==> src/rtl/ahb_decoder_dp.sv <==
// ahb_decoder_dp: AHB-Lite address decoder with data-phase response mux and an integrated default ERROR slave
module ahb_decoder_dp #(
    parameter int NUM_SLAVES = 2,
    parameter int ADDR_WIDTH = 32,
    parameter int DATA_WIDTH = 32,
    parameter int CNT_WIDTH  = 16
) (
    input  logic                                  i_clk,
    input  logic                                  i_rst_n,
    input  logic [NUM_SLAVES-1:0][ADDR_WIDTH-1:0] i_start_addr,
    input  logic [NUM_SLAVES-1:0][ADDR_WIDTH-1:0] i_end_addr,
    input  logic [NUM_SLAVES-1:0]                 i_region_en,
    input  logic [ADDR_WIDTH-1:0]                 i_haddr,
    input  logic [1:0]                            i_htrans,
    input  logic                                  i_hready,
    input  logic [NUM_SLAVES-1:0]                 i_hreadyout_s,
    input  logic [NUM_SLAVES-1:0]                 i_hresp_s,
    input  logic [NUM_SLAVES-1:0][DATA_WIDTH-1:0] i_hrdata_s,
    input  logic                                  i_err_clr,
    output logic [NUM_SLAVES-1:0]                 o_hsel,
    output logic                                  o_hreadyout,
    output logic                                  o_hresp,
    output logic [DATA_WIDTH-1:0]                 o_hrdata,
    output logic [CNT_WIDTH-1:0]                  o_err_cnt
);
    typedef enum logic [1:0] {S_IDLE, S_ERR1, S_ERR2} state_t;

    state_t                r_state;
    logic                  r_dflt_rdy;
    logic                  r_dflt_resp;
    logic [NUM_SLAVES:0]   r_dp_sel;
    logic [CNT_WIDTH-1:0]  r_err_cnt;
    logic [NUM_SLAVES-1:0] w_hit;
    logic [NUM_SLAVES-1:0] w_hsel;
    logic                  w_miss;
    logic                  w_dflt_req;
    logic                  w_err_inc;
    logic                  w_s_rdy;
    logic                  w_s_resp;
    logic [DATA_WIDTH-1:0] w_s_rdata;
    logic                  w_unused_htrans;

    always_comb begin
        w_hit = '0;
        for (int i = 0; i < NUM_SLAVES; i++)
            w_hit[i] = i_region_en[i] && i_start_addr[i] <= i_haddr && i_haddr <= i_end_addr[i];
    end

    // isolate the lowest set bit so the lowest-index region wins on overlap
    assign w_hsel          = w_hit & (~w_hit + NUM_SLAVES'(1));
    assign w_miss          = ~|w_hit;
    assign w_dflt_req      = i_hready && w_miss && i_htrans[1];
    assign w_err_inc       = w_dflt_req && r_state != S_ERR1;
    assign w_unused_htrans = i_htrans[0];
    assign o_hsel          = w_hsel;

    always_ff @(posedge i_clk) begin
        if (!i_rst_n) begin
            r_state     <= S_IDLE;
            r_dflt_rdy  <= 1'b1;
            r_dflt_resp <= 1'b0;
        end else if (r_state == S_ERR1) begin
            r_state     <= S_ERR2;
            r_dflt_rdy  <= 1'b1;
            r_dflt_resp <= 1'b1;
        end else if (w_dflt_req) begin
            r_state     <= S_ERR1;
            r_dflt_rdy  <= 1'b0;
            r_dflt_resp <= 1'b1;
        end else begin
            r_state     <= S_IDLE;
            r_dflt_rdy  <= 1'b1;
            r_dflt_resp <= 1'b0;
        end
    end

    always_ff @(posedge i_clk) begin
        if (!i_rst_n)
            r_dp_sel <= {1'b1, {NUM_SLAVES{1'b0}}};
        else if (i_hready)
            r_dp_sel <= {w_miss, w_hsel};
    end

    always_ff @(posedge i_clk) begin
        if (!i_rst_n || i_err_clr)
            r_err_cnt <= '0;
        else if (w_err_inc && r_err_cnt != '1)
            r_err_cnt <= r_err_cnt + CNT_WIDTH'(1);
    end

    always_comb begin
        w_s_rdy   = 1'b0;
        w_s_resp  = 1'b0;
        w_s_rdata = '0;
        for (int i = 0; i < NUM_SLAVES; i++) begin
            if (r_dp_sel[i]) begin
                w_s_rdy   = i_hreadyout_s[i];
                w_s_resp  = i_hresp_s[i];
                w_s_rdata = i_hrdata_s[i];
            end
        end
    end

    assign o_hreadyout = r_dp_sel[NUM_SLAVES] ? r_dflt_rdy  : w_s_rdy;
    assign o_hresp     = r_dp_sel[NUM_SLAVES] ? r_dflt_resp : w_s_resp;
    assign o_hrdata    = w_s_rdata;
    assign o_err_cnt   = r_err_cnt;
endmodule

==> config.mk <==
export PLATFORM = sky130hd
export DESIGN_NAME = ahb_decoder_dp
export DESIGN_NICKNAME = d
export VERILOG_FILES = /design/src/rtl/ahb_decoder_dp.sv
export SDC_FILE = /design/constraint.sdc
export NUM_CORES = 1
export LEC_CHECK = 0
export CORE_UTILIZATION = 39
export DETAILED_ROUTE_END_ITERATION = 7
export HOLD_SLACK_MARGIN = 0.08
export PLACE_DENSITY = 0.95
export SYNTH_ARGS = -nofsm -noshare
export SYNTH_HDL_FRONTEND = slang
export SYNTH_SLANG_ARGS = --single-unit
==> constraint.sdc <==
create_clock -name i_clk -period 4.1 [get_ports i_clk]
set_input_delay 0.82 -clock i_clk [delete_from_list [all_inputs] [get_ports i_clk]]
set_output_delay 0.82 -clock i_clk [all_outputs]
set_load 0.01 [all_outputs]
; Word-level counts from Yosys, hierarchy flattened
; Index checks and enable logic that the tools add are counted.
[op_classes]
addsub = 2
order_cmp = 4
n_eq_ne = 3
n_mux = 13
bitwise = 3
n_reduce_logical = 13
[ops]
columns = cell, count
row1 = $le 32x32->1, 4
row2 = $mux 32, 2
row3 = $add 16x1->16 const B, 1
row4 = $ne 16x16->1 const B, 1
row5 = $mux 1, 10
row6 = $logic_and 1x1->1, 8
row7 = $reduce_or 2->1, 2
row8 = $add 2x1->2 const B, 1
row9 = $and 2x2->2, 1
row10 = $eq 2x1->1 const B, 1
row11 = $logic_not 1->1, 2
row12 = $mux 2, 1
row13 = $ne 2x1->1 const B, 1
row14 = $not 2->2, 1
row15 = $logic_or 1x1->1, 1
row16 = $not 1->1, 1
[totals]
ff_bits = 23
in_bits = 236
out_inout_bits = 52
word_cells = 44

; Longest topological paths before layout
; Gate-level depths: netlist of the first run.
[depth]
depth_word = 9
depth_mapped = 12
ltp_nobuf = 11

; Worst setup path before layout of the first run
; No wires, ideal clock.
[synth_path]
kind = input to output
from = input i_haddr[9]
to = output o_hsel[0]
arrival_time_ns = 2.670
required_time_ns = 3.280
path_slack_ns = 0.610
stages = 10
n_path_buf = 1
cell_sequence = inv_1 -> ha_1 -> a21o_1 -> nand3_1 -> a21oi_1 -> or4_1 -> a311oi_2 -> nand2_2 -> inv_4 -> buf_6
[synth_via]
elab_chain_len = 6
word_cells_on_any_way = 7
cone_classes = add/sub: 1 / order compare: 2 / bitwise: 2 / reduce/logical: 2
[synth_lines]
columns = element, line
row1 = "start, declared", 13  ; input logic [ADDR_WIDTH-1:0] i_haddr,
row2 = $le 32x32->1, 46  ; w_hit[i] = i_region_en[i] && i_start_addr[i] <= i_haddr && i_haddr <= i_end_addr[i];
row3 = $logic_and 1x1->1, 46
row4 = $logic_and 1x1->1 (*), 46
row5 = $not 2->2, 50  ; assign w_hsel = w_hit & (~w_hit + NUM_SLAVES'(1));
row6 = $add 2x1->2, 50
row7 = $and 2x2->2 (*), 50
row8 = "end, declared", 20  ; output logic [NUM_SLAVES-1:0] o_hsel,
; Every way passes the cells marked *; elsewhere a longest branch is shown, timed or not.

; Worst setup path after layout of the first run
[layout_path]
from = input i_haddr[31]
to = output o_hsel[1]
[layout_via]
elab_chain_len = 6
word_cells_on_any_way = 11
cone_classes = add/sub: 1 / order compare: 4 / bitwise: 2 / reduce/logical: 4
[layout_lines]
columns = element, line
row1 = $le 32x32->1, 46
row2 = $logic_and 1x1->1 (2 in series), 46
row3 = $not 2->2, 50
row4 = $add 2x1->2, 50
row5 = $and 2x2->2 (*), 50
; Marks and branches as above.

==> impl_metrics.toml, run 1 <==
[power]
ir_worst_vdd_uv = 195.8
p_leak_nw = 4.397
cellPowerDensity_mw_per_mm2 = 140.3

[timing]
period_share_pct = 100.6
slew_viol_final = 0
finalHoldViolCount = 0
fin_crit_ns = 4.126
finalSetupViolCount = 1
worstMarginPinSlew_ns = 0.4615
finClkSkew_ns = 0.001670
finalWorstSetupSlack_ns = -0.02619
slew_headroom_pct = 69.12
max_freq_mhz = 242.4

[global_routing]
top_usage_layer = "met2"
grt_pass1_wl_um = 30720
grtUsageMet3_pct = 6.369
grt_pass1_vias = 6438
track_usage_pct = 30.42
gr-total-overflow = 0
grt_antenna_before_repair = 1
grt_max_degree = 37
grt_use_met2_pct = 56.65
use_met1_pct = 33.09

[floorplan]
dieArea_sq_mm = 0.01247
io_pins = 288
start_util_pct = 40.55
coreArea_sq_mm = 0.01156
die_width_um = 111.7
die_h_um = 111.7
rows = 39

[final_layout]
area_growth_syn_to_layout_pct = 91.22
stdcell_area_sq_mm = 0.008967
drive_above_1_share_pct = 17.19
fin_nets = 1355

[yosys]
syn_avg_cell_area_sq_um = 7.600
yosysTopAreaCell = "ha_1"
synth.most_common_cell = "ha_1"
synthCells = 617
yosys_warnings = 0
synth_edf_count = 0
synth_ff_type = "dfxtp_1"
async_flop_share_pct = 0
ys_ff_latch = 23
synthDistinctLibCells = 53
synthTopCellsByArea = "ha_1 (34%), dfxtp_1 (9.8%), inv_1 (8.1%)"
synth.top_cell.area_share_pct = 34.42
ys_seq_area_share_pct = 9.819
synth_fp_nets = 982
yosys-top-cells-count = "ha_1 (129), inv_1 (101), a21oi_1 (56)"
synthesis.area_sq_mm = 0.004689

[route]
via_count = 6468
wl_um = 21870
firstDrtPassIters = 7
drt_iter0_markers = 429
antenna_left = 0
via_per_inst = 5.709
wire_per_inst_um = 19.30
drc_errors = 20

[placement]
dp_hpwl_um = 16700
gp_congestion = 0.9085
placed_area_sq_mm = 0.008273
dpl_worst_slack_ns = -0.5646
io_buffers = 286

[worst_setup_path]
cp.required_ns = 3.28
reg2reg_to = "o_err_cnt[15]$_SDFFE_PP0P_"
timing.critical_path.from_type = "primary input"
cp-end-kind = "output pin"
cp-endpoint = "o_hsel[1]"
crit_path_start = "i_haddr[31]"
r2r-start = "o_err_cnt[0]$_SDFFE_PP0P_"
r2r_slack_ns = 1.88
crit_arrival_ns = 3.31
worstSetupPathType = "in2out"
crit_fanout = 3
reg2regPathDepth = 8

[clocking]
htreeDepth = 1
clock_sinks = 23
cts.clk_slew.worst_paths_ns = 0.06
numCtsBuffers = 3
cts_tree = "built"
holdBufCountCts = 0
cts_buffer_depth = 2
worstSkewPairLatency_ns = 0.26
clock_tree.root_cell = "clkbuf_16"

[status]
status = "complete, but fails checks"
violations = "DRC, setup timing"

[flow_run]
drv_cap = 0

[hold_path]
hp-class = "reg2reg"
where the power goes:
group          total (W)  internal, W  switching, W
Combinational   0.000813     0.000463      0.000350
Sequential      0.000230     0.000227    0.00000251
Clock           0.000215     0.000133     0.0000820
Total            0.00126     0.000823      0.000435
flip-flops by register name, indices dropped and copies added (netlist names):
signal and cells:
o_err_cnt 16, r_dflt_rdy 1, r_dflt_resp 1, r_state 2, r_dp_sel 3
kinds of logic after synthesis:
logic type      after synthesis  share of synthesized area (%)
compound gates              152                          21.99
flops                        23                          9.819
buf+inv                     116                          9.525
simple gates                186                          21.91
fa+ha+maj                   129                          34.42
mux                          11                          2.348
placed cells by master, fill, tap and decap left out, drive strengths merged, types with 3 or more instances in the layout:
cell           count
a211oi             4
a21o               9
a21oi             57
a22o              33
a31oi              4
and2               5
and3               6
and4               3
buf               98
clkbuf             5
clkdlybuf4s50    237
dfxtp             23
dlygate4sd2        9
dlymetal6s2s      37
ha               129
inv              102
mux2i             11
nand2             45
nand2b            16
nand3             23
nand3b             3
nand4             33
nor2              13
nor2b             10
nor3              12
nor4               7
o211ai             4
o21ai             18
o31ai              5
or3                4
or4                3
layout make-up:
class | instances | area [sq um]
Tap cell | 143 | 178.9
Sequential cell | 23 | 460.4
Clock buffer | 4 | 78.83
Inverter | 102 | 385.4
Timing Repair Buffer | 382 | 3664
Antenna cell | 1 | 2.502
Multi-Input combinational cell | 478 | 4198
Fill cell | 731 | 2597
worst min-delay path by stage:
stage | from | endpoint | slack (ns) | cells after the start
after global placement | o_err_cnt[9]$_SDFFE_PP0P_ | o_err_cnt[9]$_SDFFE_PP0P_ | 0.47 | 2
after CTS | o_err_cnt[10]$_SDFFE_PP0P_ | o_err_cnt[10]$_SDFFE_PP0P_ | 0.49 | 2
after floorplan | r_dp_sel[0]$_SDFFE_PN0P_ | r_dp_sel[0]$_SDFFE_PN0P_ | 0.47 | 2
after global routing | o_err_cnt[9]$_SDFFE_PP0P_ | o_err_cnt[9]$_SDFFE_PP0P_ | 0.52 | 2
after detailed placement | o_err_cnt[10]$_SDFFE_PP0P_ | o_err_cnt[10]$_SDFFE_PP0P_ | 0.48 | 2
final | o_err_cnt[10]$_SDFFE_PP0P_ | o_err_cnt[10]$_SDFFE_PP0P_ | 0.48 | 2
worst max-delay path: stages:
cell	delay (ns)
clkdlybuf4s50_1	0.53
inv_1	0.09
ha_1	0.32
nand4_1	0.17
nor4_1	0.47
buf_4	0.22
nand2_1	0.06
o21ai_1	0.10
nand4_1	0.24
nor2_4	0.17
buf_6	0.11
metal layers:
| metal | vias up | part of all wire, % |
|---|---|---|
| met5 | - | 0 |
| met2 | 348 | 51 |
| met4 | 0 | 5.7 |
| met1 | 3004 | 36 |
| li1 | 3015 | - |
| met3 | 101 | 7.3 |
what timing repair did:
item	CTS	global route
endpoints found under the setup margin	2	2
cloned	0	0
pin swaps	19	39
gates resized for setup	27	96
setup buffers	8	8
metrics by stage:
| stage | utilization [%] | instances | hold WS [ns] | TNS [ns] | total power (W) |
|---|---|---|---|---|---|
| 6_report | 77.54 | 1133 | 0.4841 | -0.02619 | 0.001258 |
| 5_1_grt | 77.54 | 1133 | 0.5207 | -0.2038 | 0.001337 |
| 4_1_cts | 73.15 | 1124 | 0.4871 | 0 | 0.001186 |
| 3_5_place_dp | 71.54 | 1112 | 0.4761 | -1.105 | 0.0009553 |
| 3_3_place_gp | 71.54 | 1112 | 0.4712 | -1.082 | 0.0009212 |
| 2_1_floorplan | - | 617 | 0.4742 | 0 | 0.0005181 |
Note: power is estimated with default switching activity, not from simulation.
==> run 2, diff against run 1 <==
--- a/config.mk
+++ b/config.mk
@@ -5,6 +5,7 @@
 export SDC_FILE = /design/constraint.sdc
 export NUM_CORES = 1
 export LEC_CHECK = 0
+export CORE_MARGIN = 3
 export CORE_UTILIZATION = 39
 export DETAILED_ROUTE_END_ITERATION = 7
 export HOLD_SLACK_MARGIN = 0.08
==> run 2 against run 1 <==
Net effect: the flow finishes with violations (setup timing); clock power about the same; cell count decreased by 0.26%; worst setup slack got worse by 0.0020 ns; count of clock-buffer cells in the layout decreased by 1; clock skew increased by 0.0018 ns; highest routed layer unchanged; fmax about the same; wire length increased by 4.8%.
==> impl_metrics.toml, run 2 (synthesis results as in run 1) <==
[placement]
dp.cells = 1111
io_buffers = 286
gp_congestion = 0.9438
dp_hpwl_um = 16880
placed_area_sq_mm = 0.008265

[hold_path]
hp-class = "reg2reg"

[worst_setup_path]
cp-endpoint = "o_hsel[1]"
r2r_slack_ns = 1.96
reg2reg_to = "o_err_cnt[15]$_SDFFE_PP0P_"
crit_fanout = 3
reg2regPathDepth = 8
cp-end-kind = "output pin"
crit_path_start = "i_end_addr[46]"
r2r-start = "o_err_cnt[0]$_SDFFE_PP0P_"
cp.required_ns = 3.28
crit_arrival_ns = 3.31
timing.critical_path.from_type = "primary input"
worstSetupPathType = "in2out"

[floorplan]
rows = 39
die_h_um = 115.7
io_pins = 288
die_width_um = 115.7
dieArea_sq_mm = 0.01338
coreArea_sq_mm = 0.01156
start_util_pct = 40.55

[clocking]
htreeDepth = 1
worstSkewPairLatency_ns = 0.26
clock_sinks = 23
cts.clk_slew.worst_paths_ns = 0.06
cts_buffer_depth = 2
cts_tree = "built"
numCtsBuffers = 3
clock_tree.root_cell = "clkbuf_16"

[timing]
finClkSkew_ns = 0.003481
setup_tns_ns = -0.02818
worstMarginPinSlew_ns = 0.4727
finalWorstSetupSlack_ns = -0.02818
finalHoldViolCount = 0
finalSetupViolCount = 1
period_share_pct = 100.7
fin_crit_ns = 4.128
slew_headroom_pct = 68.34
max_freq_mhz = 242.2
slew_viol_final = 0

[route]
via_per_inst = 5.695
drc_errors = 0
firstDrtPassIters = 5
wire_per_inst_um = 20.28
via_count = 6435
antenna_left = 0
drt_iter0_markers = 377
wl_um = 22910

[global_routing]
grt_pass1_wl_um = 28500
track_usage_pct = 26.38
grt_pass1_vias = 6109
grt_antenna_before_repair = 3
grt_max_degree = 36
gr-total-overflow = 0

[final_layout]
area_growth_syn_to_layout_pct = 92.21
final_common_cell = "clkdlybuf4s50_1"
drive_above_1_share_pct = 17.99
layout_common_cells = "clkdlybuf4s50_1 (226), ha_1 (102), buf_4 (89)"
stdcell_area_sq_mm = 0.009014
finalNonFillerCells = 1130
largest_reg_flops = 16
fin_nets = 1350

[status]
status = "complete, but fails checks"
violations = "setup timing"

[flow_run]
drv_cap = 0

[power]
ir_worst_vdd_uv = 143.9
cellPowerDensity_mw_per_mm2 = 139.7
p_leak_nw = 4.514
[run 2: cell types whose count changed in the layout (fill, tap and decap cells not counted), moves of 6 or more]
cell | previous run | this run
clkdlybuf4s50_1 | 237 | 226
inv_2 | 16 | 26
dlymetal6s2s_1 | 37 | 55
inv_1 | 85 | 75
dlygate4sd2_1 | 9 | 3
[run 2: per-layer routing]
| metal | wire length (um) | part of all wire [%] | up-vias | track usage (%) |
|---|---|---|---|---|
| li1 | - | - | 3002 | - |
| met1 | 8328 | 36 | 2993 | 29.17 |
| met2 | 11560 | 50 | 346 | 49.31 |
| met3 | 1837 | 8.0 | 94 | 5.483 |
| met4 | 1183 | 5.2 | 0 | 10.05 |
| met5 | 0 | 0 | - | 0 |
[run 2: what timing repair did]
action | 4_1_cts | 5_1_grt
gates resized for setup | 17 | 121
buffers inserted | 4 | 8
pin swaps | 7 | 42
endpoints found under the setup margin | 2 | 2
hold buffers | 0 | 0
[run 2: per-stage QoR]
stage          worst slack (ns)  util, %  total power [W]  hold slack [ns]
2_1_floorplan            0.6098        -        0.0005181           0.4742
3_3_place_gp            -0.4908    71.47        0.0009180           0.4723
3_5_place_dp            -0.5349    71.47        0.0009482           0.4845
4_1_cts               -0.006529    72.69         0.001174           0.4933
5_1_grt                 -0.1750    77.94         0.001329           0.5239
6_report               -0.02818    77.94         0.001259           0.4907
[run 2: final cells by class]
type,instances,area (sq um)
flip-flops and latches,23,460.4
inverters,102,385.4
repair buffers,377,3677
fillers,723,2551
multi-input cells,478,4224
clock inverters,1,5.005
well taps,143,178.9
diodes,3,7.507
clock buffers,3,75.07
[run 2: report_power, final]
group | switching [W] | total, W | internal, W
clock | 0.0000839 | 0.000215 | 0.000131
combinational | 0.000353 | 0.000814 | 0.000460
sequential | 0.00000256 | 0.000230 | 0.000227
[run 2: critical path, stage by stage]
cell	delay, ns
clkdlybuf4s50_1	0.46
inv_1	0.06
ha_1	0.37
nand4_4	0.13
buf_4	0.19
a2111oi_2	0.43
nor4_2	0.12
o311a_1	0.35
nand4_1	0.16
nor2_2	0.07
buf_2	0.14
[run 2: worst min path at each step]
| stage | cells past startpoint | endpoint | slack [ns] | from |
|---|---|---|---|---|
| floorplan | 2 | r_dp_sel[0]$_SDFFE_PN0P_ | 0.47 | r_dp_sel[0]$_SDFFE_PN0P_ |
| detailed placement | 2 | o_err_cnt[10]$_SDFFE_PP0P_ | 0.48 | o_err_cnt[10]$_SDFFE_PP0P_ |
| finish | 2 | o_err_cnt[9]$_SDFFE_PP0P_ | 0.49 | o_err_cnt[9]$_SDFFE_PP0P_ |
| global placement | 2 | o_err_cnt[10]$_SDFFE_PP0P_ | 0.47 | o_err_cnt[10]$_SDFFE_PP0P_ |
| global route | 2 | o_err_cnt[10]$_SDFFE_PP0P_ | 0.52 | o_err_cnt[10]$_SDFFE_PP0P_ |
| CTS | 2 | o_err_cnt[10]$_SDFFE_PP0P_ | 0.49 | o_err_cnt[10]$_SDFFE_PP0P_ |
==> run 3, diff against run 2 <==
--- a/config.mk
+++ b/config.mk
@@ -10,6 +10,7 @@
 export DETAILED_ROUTE_END_ITERATION = 7
 export HOLD_SLACK_MARGIN = 0.08
 export PLACE_DENSITY = 0.95
+export SLEW_MARGIN = 10
 export SYNTH_ARGS = -nofsm -noshare
 export SYNTH_HDL_FRONTEND = slang
 export SYNTH_SLANG_ARGS = --single-unit
==> results of run 3 <==
Final layout, timing and power as in run 2 (identical DEF).
==> patch, RTL diff (settings of run 1) <==
Set the parameter `ADDR_WIDTH` to 24 (it was 32).
--- a/src/rtl/ahb_decoder_dp.sv
+++ b/src/rtl/ahb_decoder_dp.sv
@@ -1,7 +1,7 @@
 // ahb_decoder_dp: AHB-Lite address decoder with data-phase response mux and an integrated default ERROR slave
 module ahb_decoder_dp #(
     parameter int NUM_SLAVES = 2,
-    parameter int ADDR_WIDTH = 32,
+    parameter int ADDR_WIDTH = 24,
     parameter int DATA_WIDTH = 32,
     parameter int CNT_WIDTH  = 16
 ) (
Interface: changed (resized i_end_addr, i_haddr and i_start_addr); port bits go from 288 to 248. No check against the original RTL was run, so the function may have changed too.
==> patch against run 1 <==
- design area fell by 20%
- wire length shrank 24%
- synthesized area fell by 18%
- fmax grew 2.5%
- setup slack improved by 0.10 ns
- power down 18%
- synthesized cell count down 20%
- register-to-register slack lost 0.24 ns
- clock power is 34% lower
- sequential share of layout area is 1.3 points higher
- global-route usage is 0.52 points higher
- sequential cell count unchanged
==> patch: results (changes against run 1) <==
\begin{tabular}{lr}
\hline
Metric & Value \\
\hline
\multicolumn{2}{l}{\textbf{Power and ir drop}} \\
Leakage power summed over all cells & 3.192 nW (-27\%) \\
Comb group & 0.000664 W (-18\%) \\
IR Drop Worst-Case VDD & 134.7 µV (-31\%) \\
P per Cell Area & 144.0 nW/µm² (+2.6\%) \\
Internal Dissipation & 0.0006825 W (-17\%) \\
\multicolumn{2}{l}{\textbf{Routing}} \\
Starting DRC count in detailed routing & 265 (-38\%) \\
Routed vias/inst & 5.668 (-0.71\%) \\
DRT Pass-1 Iters & 5 (-2) \\
Wirelength, routed & 16520 µm (-24\%) \\
\multicolumn{2}{l}{\textbf{Finish}} \\
Nets & 1100 (-19\%) \\
Cell Count, Final, Fillers Out & 935 (-17\%) \\
Number of inserted diodes & 0 (-1) \\
\multicolumn{2}{l}{\textbf{GRT}} \\
Vias in the first global route & 5437 (-16\%) \\
Largest net degree at the start of global routing & 36 (-2.7\%) \\
Initial antenna violation count & 0 (-1) \\
Global router's overall resource usage & 0.3094 (+0.005226) \\
\multicolumn{2}{l}{\textbf{Timing}} \\
Worst Tran Pin Value & 0.6393 ns (+0.1778 ns) \\
Skew final & 0.003850 ns (+0.002180 ns) \\
\multicolumn{2}{l}{\textbf{Place}} \\
Placement-stage cell area & 6929 µm² (-16\%) \\
HPWL after detailed placement & 14170 µm (-15\%) \\
Total placed cells including tap cells & 922 (-17\%) \\
Global placement routability congestion & 0.9139 (+0.59\%) \\
Worst slack at placement & -0.3563 ns (+0.2084 ns) \\
\multicolumn{2}{l}{\textbf{Critical path}} \\
CP Max Fanout & 3 (unchanged) \\
Delay-heaviest family, CP & buffers and inverters \\
Endpoint arrival time on the critical path & 3.21 ns (-0.10 ns) \\
Max incr delay on CP & 0.50 ns (-0.03 ns) \\
\multicolumn{2}{l}{\textbf{Synthesis}} \\
Synthesized net count & 788 (-20\%) \\
Top cells by area, synth & sky130\_fd\_sc\_hd\_\_ha\_1 (31\%), sky130\_fd\_sc\_hd\_\_dfxtp\_1 (12\%), sky130\_fd\_sc\_hd\_\_a22o\_1 (7.5\%) \\
Mean area per synthesized cell & 7.793 µm² (+2.5\%) \\
Post-synth cell types & 47 (-11\%) \\
Ys async rst share & 0 (unchanged) \\
Part of the Yosys area used for sequential elements & 0.1194 (+0.02118) \\
Most frequent cells after synthesis & sky130\_fd\_sc\_hd\_\_ha\_1 (97), sky130\_fd\_sc\_hd\_\_inv\_1 (73), sky130\_fd\_sc\_hd\_\_a21oi\_1 (56), sky130\_fd\_sc\_hd\_\_a22o\_1 (33), sky130\_fd\_sc\_hd\_\_nand2\_1 (29) \\
\multicolumn{2}{l}{\textbf{Status}} \\
Result of the run & finished clean \\
\multicolumn{2}{l}{\textbf{Clock tree}} \\
Reg clk slew, reported paths & 0.08 ns (+0.02 ns) \\
\hline
\end{tabular}
patch: cell types whose count changed after synthesis, moves of 4 or more:
| cell | before | now |
|---|---|---|
| sky130_fd_sc_hd__nand3_1 | 23 | 14 |
| sky130_fd_sc_hd__or4_1 | 2 | 13 |
| sky130_fd_sc_hd__o21ai_0 | 18 | 11 |
| sky130_fd_sc_hd__nor3_1 | 11 | 7 |
| sky130_fd_sc_hd__nand4_1 | 32 | 26 |
| sky130_fd_sc_hd__and2_1 | 5 | 1 |
| sky130_fd_sc_hd__nand2b_1 | 16 | 4 |
| sky130_fd_sc_hd__nand2_1 | 44 | 29 |
| sky130_fd_sc_hd__a31oi_1 | 4 | 0 |
| sky130_fd_sc_hd__inv_1 | 101 | 73 |
| sky130_fd_sc_hd__o31ai_1 | 5 | 16 |
| sky130_fd_sc_hd__mux2i_1 | 11 | 2 |
| sky130_fd_sc_hd__a21o_1 | 9 | 5 |
| sky130_fd_sc_hd__ha_1 | 129 | 97 |
patch: logic make-up after synthesis:
logic type	after synthesis	share of synthesized area
AO/OA/AOI/OAI	151	0.2695
multiplexers	3	0.008109
buffers and inverters	88	0.08920
adder cells (fa/ha/maj)	97	0.3146
AND/OR/NAND/NOR	133	0.1992
flip-flops	23	0.1194
patch: timing repair:
item                       4_1_cts  5_1_grt
hold buffers                     0        0
setup endpoints to repair        2        3
gates cloned                     0        0
gates resized for setup         24       15
pin swaps                       13       16
setup buffers                    6        3
patch: area by class of cell:
type,instances,share of cell area
Timing Repair Buffer,322,0.4220
Multi-Input combinational cell,384,0.4472
Inverter,73,0.03809
Clock buffer,4,0.006262
Sequential cell,23,0.06401
Tap cell,129,0.02244
patch: layer usage:
metal | share of wire | global-route usage | vias to the layer above
li1 | - | - | 2488
met1 | 0.37 | 0.3395 | 2467
met2 | 0.52 | 0.5856 | 277
met3 | 0.060 | 0.03727 | 68
met4 | 0.046 | 0.1516 | 0
met5 | 0 | 0 | -
patch: worst paths after layout:
path	cells past startpoint	slack (ns)	start	endpoint
worst min-delay path	2	0.51	o_err_cnt[12]$_SDFFE_PP0P_	o_err_cnt[12]$_SDFFE_PP0P_
worst max register to register	8	1.64	o_err_cnt[8]$_SDFFE_PP0P_	o_err_cnt[9]$_SDFFE_PP0P_
worst max-delay path	11	0.07	i_haddr[14]	o_hsel[1]
worst min register to register	2	0.51	o_err_cnt[12]$_SDFFE_PP0P_	o_err_cnt[12]$_SDFFE_PP0P_
patch: stage by stage:
| step | util | TNS (ns) |
|---|---|---|
| floorplan | - | 0 |
| global placement | 0.7359 | -0.6148 |
| detailed placement | 0.7359 | -0.6969 |
| CTS | 0.7569 | 0 |
| global route | 0.7640 | -0.04117 |
| finish | 0.7640 | 0 |
